File: src/rtl/booth_mul_seq.sv
// booth_mul_seq: radix-2 Booth sequential multiplier with valid/ready handshakes.
//
// Operands are widened by one guard bit (IW = WIDTH+1) so one datapath handles both
// signed and unsigned requests. One Booth step runs per cycle for IW cycles. The
// product is then held in a register until the consumer takes it.
//
// Ports:
//   clk, rst          clock (rising edge), synchronous active-high reset
//   flush             synchronous abort of any transaction in flight
//   in_valid/in_ready operand handshake; in_signed selects two's-complement operands
//   in_a, in_b        multiplicand M, multiplier Q (WIDTH bits)
//   out_valid/out_ready product handshake; out_product is 2*WIDTH bits, held while valid
//   busy              high while iterating
module booth_mul_seq #(
   parameter int unsigned WIDTH = 8
) (
   input  logic               clk,
   input  logic               rst,
   input  logic               flush,
   input  logic               in_valid,
   output logic               in_ready,
   input  logic               in_signed,
   input  logic [WIDTH-1:0]   in_a,
   input  logic [WIDTH-1:0]   in_b,
   output logic               out_valid,
   input  logic               out_ready,
   output logic [2*WIDTH-1:0] out_product,
   output logic               busy
);

   localparam int unsigned IW    = WIDTH + 1;
   localparam int unsigned CNT_W = $clog2(IW + 1);

   localparam logic [CNT_W-1:0] CntLoad = CNT_W'(IW);
   localparam logic [CNT_W-1:0] CntLast = CNT_W'(1);

   typedef enum logic [1:0] {
      StIdle = 2'd0,
      StCalc = 2'd1,
      StDone = 2'd2
   } state_e;

   state_e           state;
   logic [IW-1:0]    acc;      // A
   logic [IW-1:0]    mcand;    // M
   logic [IW-1:0]    mplier;   // Q
   logic             q_m1;     // Q_-1
   logic [CNT_W-1:0] cnt;

   logic [IW-1:0]    acc_sum;
   logic [2*IW-1:0]  aq_shift;
   logic [IW-1:0]    a_ext;
   logic [IW-1:0]    b_ext;

   // Guard bit: copy of the sign bit for signed requests, zero for unsigned.
   assign a_ext = {in_signed & in_a[WIDTH-1], in_a};
   assign b_ext = {in_signed & in_b[WIDTH-1], in_b};

   always_comb begin
      acc_sum = acc;
      case ({mplier[0], q_m1})
         2'b10:   acc_sum = acc - mcand;
         2'b01:   acc_sum = acc + mcand;
         default: acc_sum = acc;
      endcase
   end

   // Arithmetic right shift of {A, Q}; the bit shifted out of Q becomes the new Q_-1.
   assign aq_shift = {acc_sum[IW-1], acc_sum, mplier[IW-1:1]};

   assign in_ready = (state == StIdle) && !rst;
   assign busy     = (state == StCalc);

   always_ff @(posedge clk) begin
      if (rst) begin
         state       <= StIdle;
         acc         <= '0;
         mcand       <= '0;
         mplier      <= '0;
         q_m1        <= 1'b0;
         cnt         <= '0;
         out_valid   <= 1'b0;
         out_product <= '0;
      end else if (flush) begin
         // Drops pending operands and any undelivered product.
         state     <= StIdle;
         out_valid <= 1'b0;
      end else begin
         case (state)
            StIdle: begin
               if (in_valid) begin
                  mcand  <= a_ext;
                  mplier <= b_ext;
                  acc    <= '0;
                  q_m1   <= 1'b0;
                  cnt    <= CntLoad;
                  state  <= StCalc;
               end
            end
            StCalc: begin
               acc    <= aq_shift[2*IW-1:IW];
               mplier <= aq_shift[IW-1:0];
               q_m1   <= mplier[0];
               cnt    <= cnt - 1'b1;
               if (cnt == CntLast) begin
                  out_product <= aq_shift[2*WIDTH-1:0];
                  out_valid   <= 1'b1;
                  state       <= StDone;
               end
            end
            StDone: begin
               if (out_ready) begin
                  out_valid <= 1'b0;
                  state     <= StIdle;
               end
            end
            default: begin
               out_valid <= 1'b0;
               state     <= StIdle;
            end
         endcase
      end
   end

endmodule
File: config.mk
export PLATFORM = sky130hd
export DESIGN_NAME = booth_mul_seq
export DESIGN_NICKNAME = d
export VERILOG_FILES = /design/src/rtl/booth_mul_seq.sv
export SDC_FILE = /design/constraint.sdc
export NUM_CORES = 1
export LEC_CHECK = 0
export BUFFER_PORTS_ARGS = -buffer_cell sky130_fd_sc_hd__clkbuf_2
export CELL_PAD_IN_SITES_DETAIL_PLACEMENT = 1
export CELL_PAD_IN_SITES_GLOBAL_PLACEMENT = 1
export CORE_MARGIN = 4
export CORE_UTILIZATION = 42
export CTS_CLUSTER_DIAMETER = 150
export DETAILED_ROUTE_END_ITERATION = 12
export GPL_TIMING_DRIVEN = 1
export PLACE_DENSITY = 0.77
export REMOVE_ABC_BUFFERS = 1
export SYNTH_ARGS = -nofsm -noshare
export SYNTH_HDL_FRONTEND = slang
export SYNTH_SLANG_ARGS = --single-unit
File: constraint.sdc
create_clock -name clk -period 3 [get_ports clk]
set_clock_uncertainty 0.1 [all_clocks]
set_input_delay 0.15 -clock clk [delete_from_list [all_inputs] [get_ports clk]]
set_output_delay 0.15 -clock clk [all_outputs]
set_load 0.01 [all_outputs]
Word-level counts from Yosys, hierarchy flattened
Cells that the tools add are included.
{ "word_totals": {"elab_cells": 49, "register_bits": 51} }
{ "op_classes": {"addsub": 3, "eq_ne": 8, "n_bitwise": 4, "n_reduce_logical": 10, "n_mux": 16} }
{ "ops": {"columns": ["operator", "count"], "rows": [
  ["$pmux 9 s2", 3],
  ["$mux 9", 2],
  ["$reduce_and 3->1", 5],
  ["$add 9x9->9", 1],
  ["$sub 9x9->9", 1],
  ["$pmux 4 s2", 1],
  ["$mux 2", 3],
  ["$pmux 2 s3", 1],
  ["$eq 2x1->1 const B", 2],
  ["$eq 2x2->1 const B", 2],
  ["$eq 4x1->1 const B", 1],
  ["$mux 4", 1],
  ["$ne 2x2->1 const B", 2],
  ["$sub 4x1->4 const B", 1],
  ["$mux 1", 3],
  ["$pmux 1 s3", 1],
  ["$and 1x1->1", 2],
  ["$logic_not 2->1", 1],
  ["$ne 2x1->1 const B", 1],
  ["$not 1->1", 2],
  ["$pmux 1 s2", 1],
  ["$reduce_bool 2->1", 1],
  ["$reduce_or 2->1", 1],
  ["$logic_and 1x1->1", 1],
  ["$logic_not 1->1", 1]
]} }

Depth between registers and ports, before layout
{ "logic_depth": {"depth_word": 3, "depth_mapped": 11} }

Worst setup path after synthesis
No wires, ideal clock.
{ "synth_path": {"kind": "register to register", "start": "reg mplier[0]", "end": "reg acc[7]", "synth_period_minus_slack_ps": 2697, "setup_time_ps": 101, "n_path_buf": 1, "path_slack_ps": 303, "arrival_ps": 2496, "stages_incl_launch_ff": 11, "path_cell_list": "dfxtp_1 > inv_1 > ha_1 > clkbuf_1 > mux2_2 > fa_1 > a21o_1 > a221oi_1 > o21ai_0 > xnor2_1 > o41ai_1"} }
{ "synth_between": {"elab_chain_len": 3} }
{ "synth_rtl": {"columns": ["item", "line", "rtl"], "rows": [
  ["start: declaration", "46", "logic [IW-1:0] mplier;"],
  ["start signal: assignment", "93", "mplier <= b_ext;"],
  ["start signal: assignment", "102", "mplier <= aq_shift[IW-1:0];"],
  ["$eq 2x1->1 / $eq 2x2->1 (equally long branches)", "61", "case ({mplier[0], q_m1})"],
  ["$pmux 9 s2 (*)", "61", null],
  ["$pmux 9 s2 (*)", "89", "case (state)"],
  ["end signal: assignment", "101", "acc <= aq_shift[2*IW-1:IW];"],
  ["end: declaration", "44", "logic [IW-1:0] acc;"]
]} }
Mark *: on every way between the ends. The rest lies on a longest branch, timed or not.
A chain may end at the register's enable or synchronous reset.

Worst setup path in the final report
{ "layout_path": {"start": "reg mcand[0]", "end": "reg acc[7]"} }
{ "layout_between": {"elab_chain_len": 3} }
{ "layout_rtl": {"columns": ["item", "line", "rtl"], "rows": [
  ["start: declaration", "45", "logic [IW-1:0] mcand;"],
  ["start signal: assignment", "92", "mcand <= a_ext;"],
  ["$add 9x9->9 / $sub 9x9->9 (equally long branches)", "63, 62", null],
  ["$pmux 9 s2 (*)", "61", null],
  ["$pmux 9 s2 (*)", "89", null]
]} }
Marks and branches as above.

==> flow_metrics.py <==
metrics = {
    "global_routing": {
        "grt_pass1_wl_mm": 11.2,
        "antenna_found_initial": 0,
        "grt_usage_pct": 18.3,
        "grt_max_degree": 30,
        "grt_pass1_vias": 2311,
        "gr-total-overflow": 0,
    },
    "logic_synthesis": {
        "yosysSeqAreaShare_pct": 38.2,
        "synth_cell_types": 52,
        "ys.flop_type": "dfxtp_1",
        "ys_top_cells_by_area": "dfxtp_1 (38%), nand2_1 (9.0%), a21oi_1 (5.9%)",
        "netlist.area_leader.share_pct": 38.2,
        "synth-edff-count": 0,
        "synthCells": 312,
        "syn_area_um2": 2620,
        "ys_seq_elements": 50,
        "ys_top_cells_by_count": "nand2_1 (63), dfxtp_1 (50), a21oi_1 (31), nor2_1 (31), ha_1 (12)",
        "ys_warn_count": 0,
        "async_reset_ff_share_pct": 0,
        "post-synth-top-area-cell": "dfxtp_1",
        "yosysMostFrequentCell": "nand2_1",
        "avgSynthCellArea_um2": 8.40,
    },
    "drt": {
        "drt_iter0_markers": 125,
        "post_drt_wl_per_cell_um": 15.0,
        "routed_wl_mm": 6.51,
        "drtAntennaViolNets": 0,
        "viasPerCell": 5.33,
        "drt_first_pass_iters": 4,
        "dr_total_vias": 2320,
        "route.detailed.drc": 0,
    },
    "finish": {
        "final_cell_area_um2": 3120,
        "syn_to_final_growth_pct": 18.9,
        "diodes": 0,
        "final_cells": 435,
        "fillers": 748,
        "final_nets": 394,
        "layout-drive-gt1-share_pct": 18.6,
    },
    "setup_path": {
        "cp_data_arrival_time_ns": 2.91,
        "crit_slowest_cell": "fa_1",
        "r2r-start": "mcand[0]",
        "cp_num_buf_inv": 1,
        "critPathCaptureType": "flip-flop",
        "critPathKind": "reg2reg",
        "crit_chain": "inv_1 > ha_1 > mux2_2 > fa_1 > a21o_1 > a221oi_1 > o21ai_0 > xnor2_1 > o41ai_1",
        "max_stage_delay_ns": 0.45,
        "cp_max_fo": 4,
        "critPathLaunch": "mcand[0]",
        "start_kind": "flip-flop",
        "path_delay_family": "compound AO/OA/AOI/OAI gates",
        "r2r_slack_ns": 0.20,
        "crit_required_ns": 3.11,
    },
    "place": {
        "place_area_um2": 2850,
        "dp.cells": 412,
        "io_buffers": 40,
        "hpwl_mm": 4.75,
        "gp_congestion": 0.845,
    },
    "sta": {
        "fin_crit_sh_pct": 93.4,
        "tns_ns": 0,
        "rsz0062_at_grt": "false",
        "slew_viol_final": 0,
        "setup_viol": 0,
        "hold_viol": 0,
        "relSlewSlack_pct": 53.1,
        "fmax_mhz": 357,
        "fin_crit_ns": 2.80,
        "worst_pin_slew_ns": 0.703,
    },
    "min_path": {
        "hold_class": "in2reg",
        "hold_path_startpoint": "in_b[0]",
    },
    "clock_network": {
        "post_cts_buffers": 0,
        "cts-buffers-inserted": 5,
        "cts_tree": "yes",
        "clk_path_buf_depth": 2,
        "clock_latency_ns": 0.30,
        "cts-root-buf": "clkbuf_8",
        "htree_levels": 2,
        "cts.clk_slew.worst_paths_ns": 0.10,
        "cts.sink_count": 50,
    },
    "floorplanning": {
        "rows": 28,
        "die_h_um": 87.0,
        "start_util_pct": 43.7,
        "dieArea_um2": 7570,
        "io_pins": 41,
        "core_area_um2": 5990,
        "die_w_um": 87.0,
    },
    "flow_run": {
        "drv_cap": 0,
    },
    "power": {
        "leakagePower_nw": 1.30,
        "power_density_nw_per_um2": 462,
        "ir_worst_vdd_mv": 0.216,
    },
    "run_status": {
        "status": "complete, no violations",
    },
}
[registers in the layout (all words and copies together), names as in the netlist]
| signal | flops |
|---|---|
| acc | 8 |
| mcand | 9 |
| mplier | 9 |
| q_m1 | 1 |
| out_valid | 1 |
| out_product | 16 |
| cnt | 4 |
| state | 2 |
[layout make-up]
| cell class | instances | area, µm² | area share (%) |
|---|---|---|---|
| Multi-Input combinational cell | 235 | 1490 | 47.9 |
| Sequential cell | 50 | 1000 | 32.1 |
| Timing Repair Buffer | 60 | 388 | 12.4 |
| Tap cell | 75 | 93.8 | 3.01 |
| Clock buffer | 5 | 68.8 | 2.21 |
| Clock inverter | 3 | 45.0 | 1.45 |
| Inverter | 7 | 26.3 | 0.843 |
[routing by layer]
| metal | global-route usage, % | routed length, µm |
|---|---|---|
| met1 | 25.5 | 3270 |
| met2 | 29.8 | 3010 |
| met3 | 3.22 | 194 |
| met4 | 3.54 | 42 |
| met5 | 0 | 0 |
[timing repair]
action | 4_1_cts | 5_1_grt
endpoints found under the hold margin | 17 | 0
hold buffers | 15 | 0
gates resized for setup | 0 | 1
endpoints found under the setup margin | 0 | 2
[worst reg2reg max path, stage by stage, from the launching register on]
cell and delay (ns):
dfxtp_1 0.40, inv_1 0.07, ha_1 0.29, mux2_2 0.30, fa_1 0.45, a21o_1 0.19
a221oi_1 0.34, o21ai_0 0.19, xnor2_1 0.16, o41ai_1 0.22
[cell families after synthesis]
| kind of cell | share of synthesized area (%) |
|---|---|
| mux | 3.10 |
| fa+ha+maj | 6.49 |
| buf+inv | 5.16 |
| compound gates | 19.9 |
| flops | 38.2 |
| simple gates | 22.2 |
| xor+xnor | 5.01 |
[power by group]
| part | switching (mW) | internal [mW] | total [mW] |
|---|---|---|---|
| clock network | 0.240 | 0.248 | 0.489 |
| logic | 0.138 | 0.108 | 0.246 |
| registers | 0.0205 | 0.684 | 0.705 |
[metrics by stage]
step           total power, mW  worst slack [ns]  hold slack [ns]  util [%]
3_3_place_gp             0.943             0.239            0.273      47.6
5_1_grt                   1.51           0.00564           0.0295      52.0
2_1_floorplan            0.870             0.401            0.118         -
4_1_cts                   1.45             0.144           0.0209      52.0
3_5_place_dp             0.951             0.168            0.282      47.6
6_report                  1.44             0.198           0.0218      52.0
[path summary, 6_finish.rpt]
kind	to	depth (start not counted)
hold reg to reg	out_product[7]	2
hold / removal	mplier[0]	3
setup reg to reg	acc[7]	9
setup / recovery	acc[7]	9
[layout by cell type (no fill, tap or decap), types with 3 or more instances in the layout]
cell type       n
nand2_1        63
dfxtp_1        50
clkbuf_2       40
nor2_1         31
a21oi_1        31
dlygate4sd3_1  15
ha_1           11
xnor2_1         9
mux2i_1         7
a311oi_1        7
inv_1           6
xor2_1          6
a211oi_1        6
nor3_1          5
a21o_1          5
o21ai_0         5
clkbuf_8        5
buf_4           5
nand3b_1        4
a22oi_1         4
nand2b_1        3
o41ai_1         3
Power figures use the tool's default switching activity.
